===== src/rtl/execute_pkg.sv =====
// Shared definitions for the execute stage: aluOp encodings, multiply/divide
// FSM states and the iteration count.
package execute_pkg;

    localparam logic [3:0] ALU_ADD   = 4'd0;
    localparam logic [3:0] ALU_SUB   = 4'd1;
    localparam logic [3:0] ALU_AND   = 4'd2;
    localparam logic [3:0] ALU_OR    = 4'd3;
    localparam logic [3:0] ALU_NOR   = 4'd4;
    localparam logic [3:0] ALU_SLT   = 4'd5;
    localparam logic [3:0] ALU_SLL   = 4'd6;
    localparam logic [3:0] ALU_SRL   = 4'd7;
    localparam logic [3:0] ALU_MFHI  = 4'd8;
    localparam logic [3:0] ALU_MFLO  = 4'd9;
    localparam logic [3:0] ALU_MULT  = 4'd10;
    localparam logic [3:0] ALU_MULTU = 4'd11;
    localparam logic [3:0] ALU_DIV   = 4'd12;
    localparam logic [3:0] ALU_DIVU  = 4'd13;

    localparam int MD_ITERS = 32;
    localparam int CNT_W    = $clog2(MD_ITERS);

    typedef enum logic [1:0] {
        MD_IDLE,
        MD_CALC,
        MD_FIX,
        MD_DONE
    } md_state_e;

    function automatic logic is_muldiv(input logic [3:0] op);
        return (op == ALU_MULT) || (op == ALU_MULTU) || (op == ALU_DIV) || (op == ALU_DIVU);
    endfunction

    // Two's-complement magnitude when the operand is treated as signed.
    function automatic logic [31:0] magnitude(input logic [31:0] v, input logic sgn);
        return (sgn && v[31]) ? (32'd0 - v) : v;
    endfunction

endpackage


===== src/rtl/muldiv_unit.sv =====
// Iterative 32-cycle multiply / restoring divide with HI/LO registers.
// The divide datapath is present only when EXECUTE_DIV_EN is defined.
module muldiv_unit
    import execute_pkg::*;
(
    input  logic        clock,
    input  logic        reset_n,
    input  logic        start,
    input  logic [3:0]  op,
    input  logic [31:0] rs,
    input  logic [31:0] rt,
    output logic        busy,
    output logic        done,
    output logic [31:0] hi,
    output logic [31:0] lo
);

    md_state_e        state_q, state_d;
    logic [31:0]      acc_q, acc_d;
    logic [31:0]      work_q, work_d;
    logic [31:0]      opb_q, opb_d;
    logic [CNT_W-1:0] cnt_q, cnt_d;
    logic             neg_q, neg_d;
    logic             busy_q, busy_d;
    logic             done_q, done_d;
    logic [31:0]      hi_q, hi_d;
    logic [31:0]      lo_q, lo_d;

    logic             start_is_div;
    logic             start_sgn;
    logic [32:0]      mul_sum;
    logic [63:0]      prod_mag;
    logic [63:0]      prod_fix;

    assign start_is_div = (op == ALU_DIV) || (op == ALU_DIVU);
    assign start_sgn    = (op == ALU_MULT) || (op == ALU_DIV);

    // Shift-add step: {acc,work} holds the partial product above the
    // not-yet-consumed multiplier bits.
    assign mul_sum  = {1'b0, acc_q} + (work_q[0] ? {1'b0, opb_q} : 33'd0);
    assign prod_mag = {acc_q, work_q};
    assign prod_fix = neg_q ? (64'd0 - prod_mag) : prod_mag;

`ifdef EXECUTE_DIV_EN
    logic        div_q, div_d;
    logic        div0_q, div0_d;
    logic        neg_rem_q, neg_rem_d;
    logic [32:0] rem_sh;
    logic        rem_ge;
    logic [31:0] rem_sub;

    // Restoring step: acc is the partial remainder, work shifts the dividend
    // out at the top and collects quotient bits at the bottom.
    assign rem_sh  = {acc_q, work_q[31]};
    assign rem_ge  = rem_sh >= {1'b0, opb_q};
    assign rem_sub = rem_sh[31:0] - opb_q;
`endif

    always_comb begin
        state_d = state_q;
        acc_d   = acc_q;
        work_d  = work_q;
        opb_d   = opb_q;
        cnt_d   = cnt_q;
        neg_d   = neg_q;
        busy_d  = busy_q;
        done_d  = done_q;
        hi_d    = hi_q;
        lo_d    = lo_q;
`ifdef EXECUTE_DIV_EN
        div_d     = div_q;
        div0_d    = div0_q;
        neg_rem_d = neg_rem_q;
`endif
        case (state_q)
            MD_IDLE: begin
                if (start && is_muldiv(op)) begin
`ifndef EXECUTE_DIV_EN
                    if (start_is_div) begin
                        state_d = MD_DONE;
                        done_d  = 1'b1;
                    end else begin
`else
                    begin
`endif
                        acc_d   = '0;
                        work_d  = magnitude(rs, start_sgn);
                        opb_d   = magnitude(rt, start_sgn);
                        cnt_d   = '0;
                        neg_d   = start_sgn & (rs[31] ^ rt[31]);
                        busy_d  = 1'b1;
                        state_d = MD_CALC;
`ifdef EXECUTE_DIV_EN
                        div_d     = start_is_div;
                        div0_d    = start_is_div && (rt == 32'd0);
                        neg_rem_d = start_sgn & rs[31];
                        if (start_is_div && (rt == 32'd0)) begin
                            work_d  = rs;
                            state_d = MD_FIX;
                        end
`endif
                    end
                end
            end
            MD_CALC: begin
                acc_d  = mul_sum[32:1];
                work_d = {mul_sum[0], work_q[31:1]};
`ifdef EXECUTE_DIV_EN
                if (div_q) begin
                    acc_d  = rem_ge ? rem_sub : rem_sh[31:0];
                    work_d = {work_q[30:0], rem_ge};
                end
`endif
                cnt_d = cnt_q + 1'b1;
                if (cnt_q == CNT_W'(MD_ITERS - 1)) begin
                    state_d = MD_FIX;
                end
            end
            MD_FIX: begin
                hi_d = prod_fix[63:32];
                lo_d = prod_fix[31:0];
`ifdef EXECUTE_DIV_EN
                if (div0_q) begin
                    hi_d = work_q;
                    lo_d = 32'hFFFF_FFFF;
                end else if (div_q) begin
                    lo_d = neg_q ? (32'd0 - work_q) : work_q;
                    hi_d = neg_rem_q ? (32'd0 - acc_q) : acc_q;
                end
`endif
                busy_d  = 1'b0;
                done_d  = 1'b1;
                state_d = MD_DONE;
            end
            MD_DONE: begin
                done_d  = 1'b0;
                state_d = MD_IDLE;
            end
            default: begin
                busy_d  = 1'b0;
                done_d  = 1'b0;
                state_d = MD_IDLE;
            end
        endcase
    end

    always_ff @(posedge clock or negedge reset_n) begin
        if (!reset_n) begin
            state_q <= MD_IDLE;
            acc_q   <= '0;
            work_q  <= '0;
            opb_q   <= '0;
            cnt_q   <= '0;
            neg_q   <= 1'b0;
            busy_q  <= 1'b0;
            done_q  <= 1'b0;
            hi_q    <= '0;
            lo_q    <= '0;
`ifdef EXECUTE_DIV_EN
            div_q     <= 1'b0;
            div0_q    <= 1'b0;
            neg_rem_q <= 1'b0;
`endif
        end else begin
            state_q <= state_d;
            acc_q   <= acc_d;
            work_q  <= work_d;
            opb_q   <= opb_d;
            cnt_q   <= cnt_d;
            neg_q   <= neg_d;
            busy_q  <= busy_d;
            done_q  <= done_d;
            hi_q    <= hi_d;
            lo_q    <= lo_d;
`ifdef EXECUTE_DIV_EN
            div_q     <= div_d;
            div0_q    <= div0_d;
            neg_rem_q <= neg_rem_d;
`endif
        end
    end

    assign busy = busy_q;
    assign done = done_q;
    assign hi   = hi_q;
    assign lo   = lo_q;

endmodule


===== src/rtl/execute.sv =====
// Execute stage: combinational ALU / MFHI / MFLO mux with zero flag around the
// iterative muldiv_unit. Define EXECUTE_DIV_EN to include DIV/DIVU.
module execute
    import execute_pkg::*;
(
    input  logic        clock,
    input  logic        reset_n,
    input  logic        start,
    input  logic [3:0]  aluOp,
    input  logic [4:0]  shamt,
    input  logic [31:0] readData1,
    input  logic [31:0] readData2,
    output logic [31:0] aluResult,
    output logic        zero,
    output logic        busy,
    output logic        done,
    output logic [31:0] hi,
    output logic [31:0] lo
);

    muldiv_unit u_muldiv (
        .clock   (clock),
        .reset_n (reset_n),
        .start   (start),
        .op      (aluOp),
        .rs      (readData1),
        .rt      (readData2),
        .busy    (busy),
        .done    (done),
        .hi      (hi),
        .lo      (lo)
    );

    // Shifts act on rt, matching MIPS SLL/SRL.
    always_comb begin
        aluResult = '0;
        case (aluOp)
            ALU_ADD:  aluResult = readData1 + readData2;
            ALU_SUB:  aluResult = readData1 - readData2;
            ALU_AND:  aluResult = readData1 & readData2;
            ALU_OR:   aluResult = readData1 | readData2;
            ALU_NOR:  aluResult = ~(readData1 | readData2);
            ALU_SLT:  aluResult = {31'd0, $signed(readData1) < $signed(readData2)};
            ALU_SLL:  aluResult = readData2 << shamt;
            ALU_SRL:  aluResult = readData2 >> shamt;
            ALU_MFHI: aluResult = hi;
            ALU_MFLO: aluResult = lo;
            default:  aluResult = '0;
        endcase
    end

    assign zero = (aluResult == 32'd0);

endmodule


===== config.mk =====
export PLATFORM = sky130hd
export DESIGN_NAME = execute
export DESIGN_NICKNAME = d
export VERILOG_FILES = /design/src/rtl/execute_pkg.sv /design/src/rtl/muldiv_unit.sv /design/src/rtl/execute.sv
export SDC_FILE = /design/constraint.sdc
export NUM_CORES = 1
export LEC_CHECK = 0
export BUFFER_PORTS_ARGS = -buffer_cell sky130_fd_sc_hd__buf_2
export CAP_MARGIN = 20
export CORE_AREA = 2 2 231 233
export DETAILED_ROUTE_END_ITERATION = 8
export DIE_AREA = 0 0 233 235
export PLACE_DENSITY = 0.65
export SETUP_SLACK_MARGIN = 0.5
export SYNTH_ARGS = -nofsm -noshare
export SYNTH_HDL_FRONTEND = slang
export SYNTH_SLANG_ARGS = --single-unit

===== constraint.sdc =====
create_clock -name clock -period 3.8 [get_ports clock]
set_clock_uncertainty 0.1 [all_clocks]
set_input_delay 0.19 -clock clock [delete_from_list [all_inputs] [get_ports clock]]
set_output_delay 0.19 -clock clock [all_outputs]
set_load 0.01 [all_outputs]

==> results.cfg, run 1 <==
[floorplanning]
ios = 175
die_x_um = 233
die_area_um2 = 54800
die_height_um = 235
coreArea_um2 = 52200
initial_utilization = 0.397
rows = 84

[critical_path]
critPathKind = in -> out
start_kind = input port
crit_top_cell = or4_4
slowest_stage = or4_4
cpPeakStageDelay_ps = 580
path_cells = buf_12, clkinv_8, ha_4, buf_6, buf_6, inv_4, or4_4, or4_4, a311oi_4, o21ai_2, a21oi_2, buf_4, o211ai_1, a21boi_2, or4_4, nor4_4, buf_2
crit_path_end_kind = output port
crit_path_max_fanout = 3
crit_arrival_ps = 3870
worstPathRequired_ps = 3510

[global_route]
use_met1 = 0.586
antenna_found_initial = 6
grt_use_met2 = 0.651
gr-total-overflow = 0
grt.busiest_layer = met2
grtUsageTotal = 0.431
grt_pass1_wl_um = 172000
first_global_vias = 25000
grt_max_degree = 83
grt_use_met3 = 0.0964

[flow_run]
max-cap-violations = 0

[final_layout]
finalNonFillerCells = 4193
syn2layout_area_growth_pct = 50.0
final_nets = 3706
drive_gt1_frac = 0.410
final_area_um2 = 31100
utilization = 0.595

[logic_synthesis]
synth_nets = 2869
synth-compound-area-share = 0.274
muxShareOfSynthArea = 0.105
synth_xor_xnor_area_share = 0.0634
yosysTopAreaCell = dfrtp_1
async_flop_share = 1.00
synth_area_leaders = dfrtp_1 (21%), ha_1 (8.5%), a21oi_1 (5.8%)
syn_area_um2 = 20700
synthFlopType = dfrtp_1
synthAdderAreaFrac = 0.0874
yosys.area_share.simple = 0.196
synth_edf_count = 0
netlist_top_cells_count = nor2_1 (264), nand2_1 (242), a21oi_1 (239)
synth.most_common_cell = nor2_1
ys_warn_count = 0
ys_ff_latch = 170
synth_cells = 2650
synth_top_cell_area_share = 0.205
ys_seq_area_frac = 0.205
avgSynthCellArea_um2 = 7.82
synth_top_family_by_area = compound AO/OA/AOI/OAI gates
synth_cell_type_count = 93

[clock_network]
cts_buffer_depth = 2
clk_latency_ps = 460
cts.sinks = 170
cts_tree = done
cts_max_level = 4
cts_root_buf = clkbuf_16
numCtsBuffers = 17
path_clk_slew_ps = 80

[place]
dp.cells = 4056
dpl_cell_area_um2 = 27600
gp_congestion = 1.07
io_buffers = 174
hpwl_um = 99200

[route]
wire_per_inst_um = 29.1
vias_per_cell = 6.30
drt_wl_total_um = 122000
dr.pass1.iters = 9
drt_iter0_markers = 3404
vias = 26400
ant_nets = 0
post-route-drc-count = 0

[power_and_ir_drop]
ir_drop_mv = 0.475
p_leak_uw = 0.0140
p_per_area_nw_per_um2 = 480

[sta]
clock.fmax_mhz = 241
final-max-slew-violation-count = 0
rsz0062_at_grt = true
finalSetupViolations = 2
period_needed_ps = 4160
finalCritPeriodShare = 1.09
setup_slack_ps = -356
finalHoldViolCount = 0
relSlewSlack = 0.298
worst_slew_pin_slew_ps = 1050

[outcome]
status = complete, but fails checks
violations = setup timing

[min_path]
hold_path_class = in -> reg
==> cell families (layout without fill, tap and decap cells) <==
kind of cell / after synthesis / after routing
compound gates: 858 / 858
xor+xnor: 150 / 150
fa+ha+maj: 143 / 143
buf+inv: 324 / 1174
flops: 170 / 170
mux: 151 / 151
other cells: 0 / 5
simple gates: 854 / 854
==> per-layer routing <==
layer | up-vias | wire length (µm)
met5 | - | 20
met4 | 4 | 6830
met3 | 313 | 12500
met2 | 1597 | 52700
met1 | 13000 | 50100
li1 | 11500 | -
==> worst max-delay path, delay by kind of cell <==
kind	cells	cell delay, ps
buffers and inverters	7	670
AND/OR/NAND/NOR	4	1860
adder cells (fa/ha/maj)	1	300
AO/OA/AOI/OAI	5	830
==> path summary, 6_finish.rpt <==
path / slack [ps] / to / startpoint / cells past startpoint
setup / recovery: -360 / zero / readData1[12] / 17
hold / removal: 70 / u_muldiv.work_q[25] / readData1[25] / 3
setup reg to reg: 240 / u_muldiv.acc_q[30] / u_muldiv.work_q[0] / 14
hold reg to reg: 370 / u_muldiv.opb_q[24] / u_muldiv.opb_q[24] / 2
max in group asynchronous: 2300 / u_muldiv.lo[23] / reset_n / 3
min in group asynchronous: 230 / u_muldiv.hi[9] / reset_n / 2
==> layout make-up <==
| class | count | area [µm²] |
|---|---|---|
| tap | 688 | 861 |
| clock inverter | 14 | 153 |
| timing repair buffer | 1015 | 7890 |
| fill | 4686 | 21100 |
| clock buffer | 18 | 439 |
| multi-input combinational | 2156 | 16900 |
| sequential | 170 | 4260 |
| inverter | 127 | 537 |
| antenna | 5 | 12.5 |
==> cells in the final DEF (no fill, tap or decap), drive strengths merged, types with 47 or more instances in the layout <==
cell type	netlist	final
nor3	47	47
o21ai	183	183
nand2	242	242
inv	125	130
mux4	47	47
nor2	264	264
ha	140	140
mux2i	81	81
and2	54	54
a21oi	239	239
xor2	70	70
buf	57	1012
dfrtp	170	170
nand3	61	61
xnor2	80	80
==> through the flow <==
step | TNS, ps | total power [µW] | hold WS, ps | setup WS [ps]
floorplan | 0 | 7740 | -206 | 74.7
global placement | -2560 | 11500 | 171 | -1020
detailed placement | -3480 | 11700 | 180 | -1090
CTS | -369 | 14200 | 70.8 | -329
global route | -610 | 15600 | 90.6 | -473
finish | -415 | 14900 | 65.1 | -356
==> report_power, final <==
| part | total (µW) | switching, µW | leakage, µW | internal [µW] |
|---|---|---|---|---|
| combinational | 9370 | 5320 | 0.0116 | 4050 |
| sequential | 3750 | 1110 | 0.00205 | 2640 |
| clock | 1800 | 851 | 0.000281 | 946 |
==> timing repair <==
action,CTS,global route
cloned,1,0
endpoints found under the setup margin,48,47
hold endpoints to repair,79,0
hold buffers,1,0
pin swaps,109,72
setup buffers,64,34
resized for setup,371,125
==> flip-flops by register name, indices dropped and copies added (netlist names) <==
name	count
u_muldiv.neg_q	1
u_muldiv.busy	1
u_muldiv.state_q	2
u_muldiv.acc_q	32
u_muldiv.work_q	32
u_muldiv.done	1
u_muldiv.hi	32
u_muldiv.cnt_q	5
u_muldiv.lo	32
u_muldiv.opb_q	32
Power figures use the tool's default switching activity.
==> run 2, diff against run 1 <==
Settings changed: SKIP_LAST_GASP set to 1.
==> run 2 against run 1 <==
  * The flow still finishes with violations (setup timing)
  * Sequential power hardly changed
  * Wire length is 0.28% higher
  * Power hardly changed
  * Non-clock buffer count is 1 higher
  * Via count is 0.48% lower
  * Maximum frequency is 1.9% lower
==> results.cfg, run 2 (synthesis gave the netlist of run 1 again) <==
[sta]
worst_slew_pin_slew_ps = 1060
setup_slack_ps = -436
finalHoldViolCount = 0
period_needed_ps = 4240
rsz0062_at_grt = true
finalCritPeriodShare = 1.11
clock.fmax_mhz = 236
finalSetupViolations = 2
relSlewSlack = 0.286
final-max-slew-violation-count = 0

[floorplanning]
die_area_um2 = 54800
rows = 84
die_x_um = 233
initial_utilization = 0.397
coreArea_um2 = 52200
ios = 175
die_height_um = 235

[route]
wire_per_inst_um = 29.2
drt_wl_total_um = 122000
dr.pass1.iters = 8
vias_per_cell = 6.27
drt_iter0_markers = 3395
vias = 26300
ant_nets = 0
post-route-drc-count = 0

[critical_path]
reg2reg_setup_slack_ps = 190
worstPathRequired_ps = 3510
critPathKind = in -> out
start_kind = input port
crit_arrival_ps = 3950
crit_path_end_kind = output port
crit_path_max_fanout = 5

[final_layout]
num-fill-cells = 4732
syn2layout_area_growth_pct = 49.5
final_nets = 3707
multi_input_area_um2 = 16900
seqCellArea_um2 = 4260
utilization = 0.593
final_area_um2 = 31000
final_cell_mix = buf_4 (786), nor2_1 (250), nand2_1 (233)
mostFrequentLayoutCell = buf_4
drive_gt1_frac = 0.407
finalNonFillerCells = 4192

[clock_network]
cts_tree = done
path_clk_slew_ps = 80
cts.sinks = 170
cts_buffer_depth = 2
cts_root_buf = clkbuf_16
cts_max_level = 4
numCtsBuffers = 17
clk_latency_ps = 450

[power_and_ir_drop]
p_leak_uw = 0.0139
p_per_area_nw_per_um2 = 482
ir_drop_mv = 0.513

[outcome]
status = complete, but fails checks
violations = setup timing

[global_route]
grt_use_met2 = 0.653
grtUsageTotal = 0.431
grt_max_degree = 83
gr-total-overflow = 0
grt.busiest_layer = met2
first_global_vias = 25000
use_met1 = 0.586
grt_pass1_wl_um = 172000
antenna_found_initial = 8
grt_use_met3 = 0.0937

[place]
dpl_cell_area_um2 = 27600
dp.cells = 4056
io_buffers = 174
gp_congestion = 1.07
hpwl_um = 99200
dp_slack_ps = -1090

[flow_run]
max-cap-violations = 0

[min_path]
hold_path_class = in -> reg
-- run 2: cell types whose count changed in the layout (fill, tap and decap cells not counted), sizes merged --
cell,before,now
clkbuf,19,20
clkinv,7,5
diode,5,3
inv,130,132
-- run 2: through the flow --
| stage | hold slack [ps] | TNS (ps) | power (µW) |
|---|---|---|---|
| finish | 71.0 | -437 | 14900 |
| global route | 90.6 | -676 | 15600 |
| floorplan | -206 | 0 | 7740 |
| CTS | 70.8 | -396 | 14200 |
| detailed placement | 180 | -3480 | 11700 |
| global placement | 171 | -2560 | 11500 |
-- run 2: critical path, stage by stage --
cell and delay (ps):
buf_4 140, buf_4 170, mux4_1 550, mux2i_2 310
nor2_1 130, a2111oi_4 420, nand4_1 190, or4_1 560
nor4_4 250, nand4bb_4 190, nor4_4 220, nand4bb_1 160
buf_4 170, nor4_4 120, buf_2 160
-- run 2: cell type report --
cell class                 count  share of cell area
tap                          688              0.0278
clock buffer                  18              0.0142
multi-input combinational   2156               0.545
antenna                        3            0.000242
clock inverter                14             0.00493
inverter                     127              0.0167
sequential                   170               0.137
timing repair buffer        1016               0.254
-- run 2: final timing paths --
path | startpoint | endpoint | depth (start not counted)
min reg2reg | u_muldiv.opb_q[24] | u_muldiv.opb_q[24] | 2
max in group asynchronous | reset_n | u_muldiv.lo[23] | 3
max | readData2[15] | zero | 15
min | readData1[25] | u_muldiv.work_q[25] | 3
max reg2reg | u_muldiv.work_q[0] | u_muldiv.acc_q[30] | 13
min in group asynchronous | reset_n | u_muldiv.hi[9] | 2
-- run 2: report_power, final --
group          switching [µW]  internal (µW)
Clock                     856            947
Combinational            5330           4040
Sequential               1110           2640
Total                    7300           7620
-- run 2: per-layer routing --
layer	routed length, µm	part of all wire
met4	6970	0.057
met2	52800	0.43
met5	58	0.00047
met3	12800	0.10
met1	49900	0.41
-- run 2: repair_timing --
action,CTS,global route
setup buffers,64,35
hold endpoints to repair,79,0
gates cloned,1,0
gates resized for setup,322,153
hold buffers,1,0
pin swaps,102,97
setup endpoints to repair,48,50
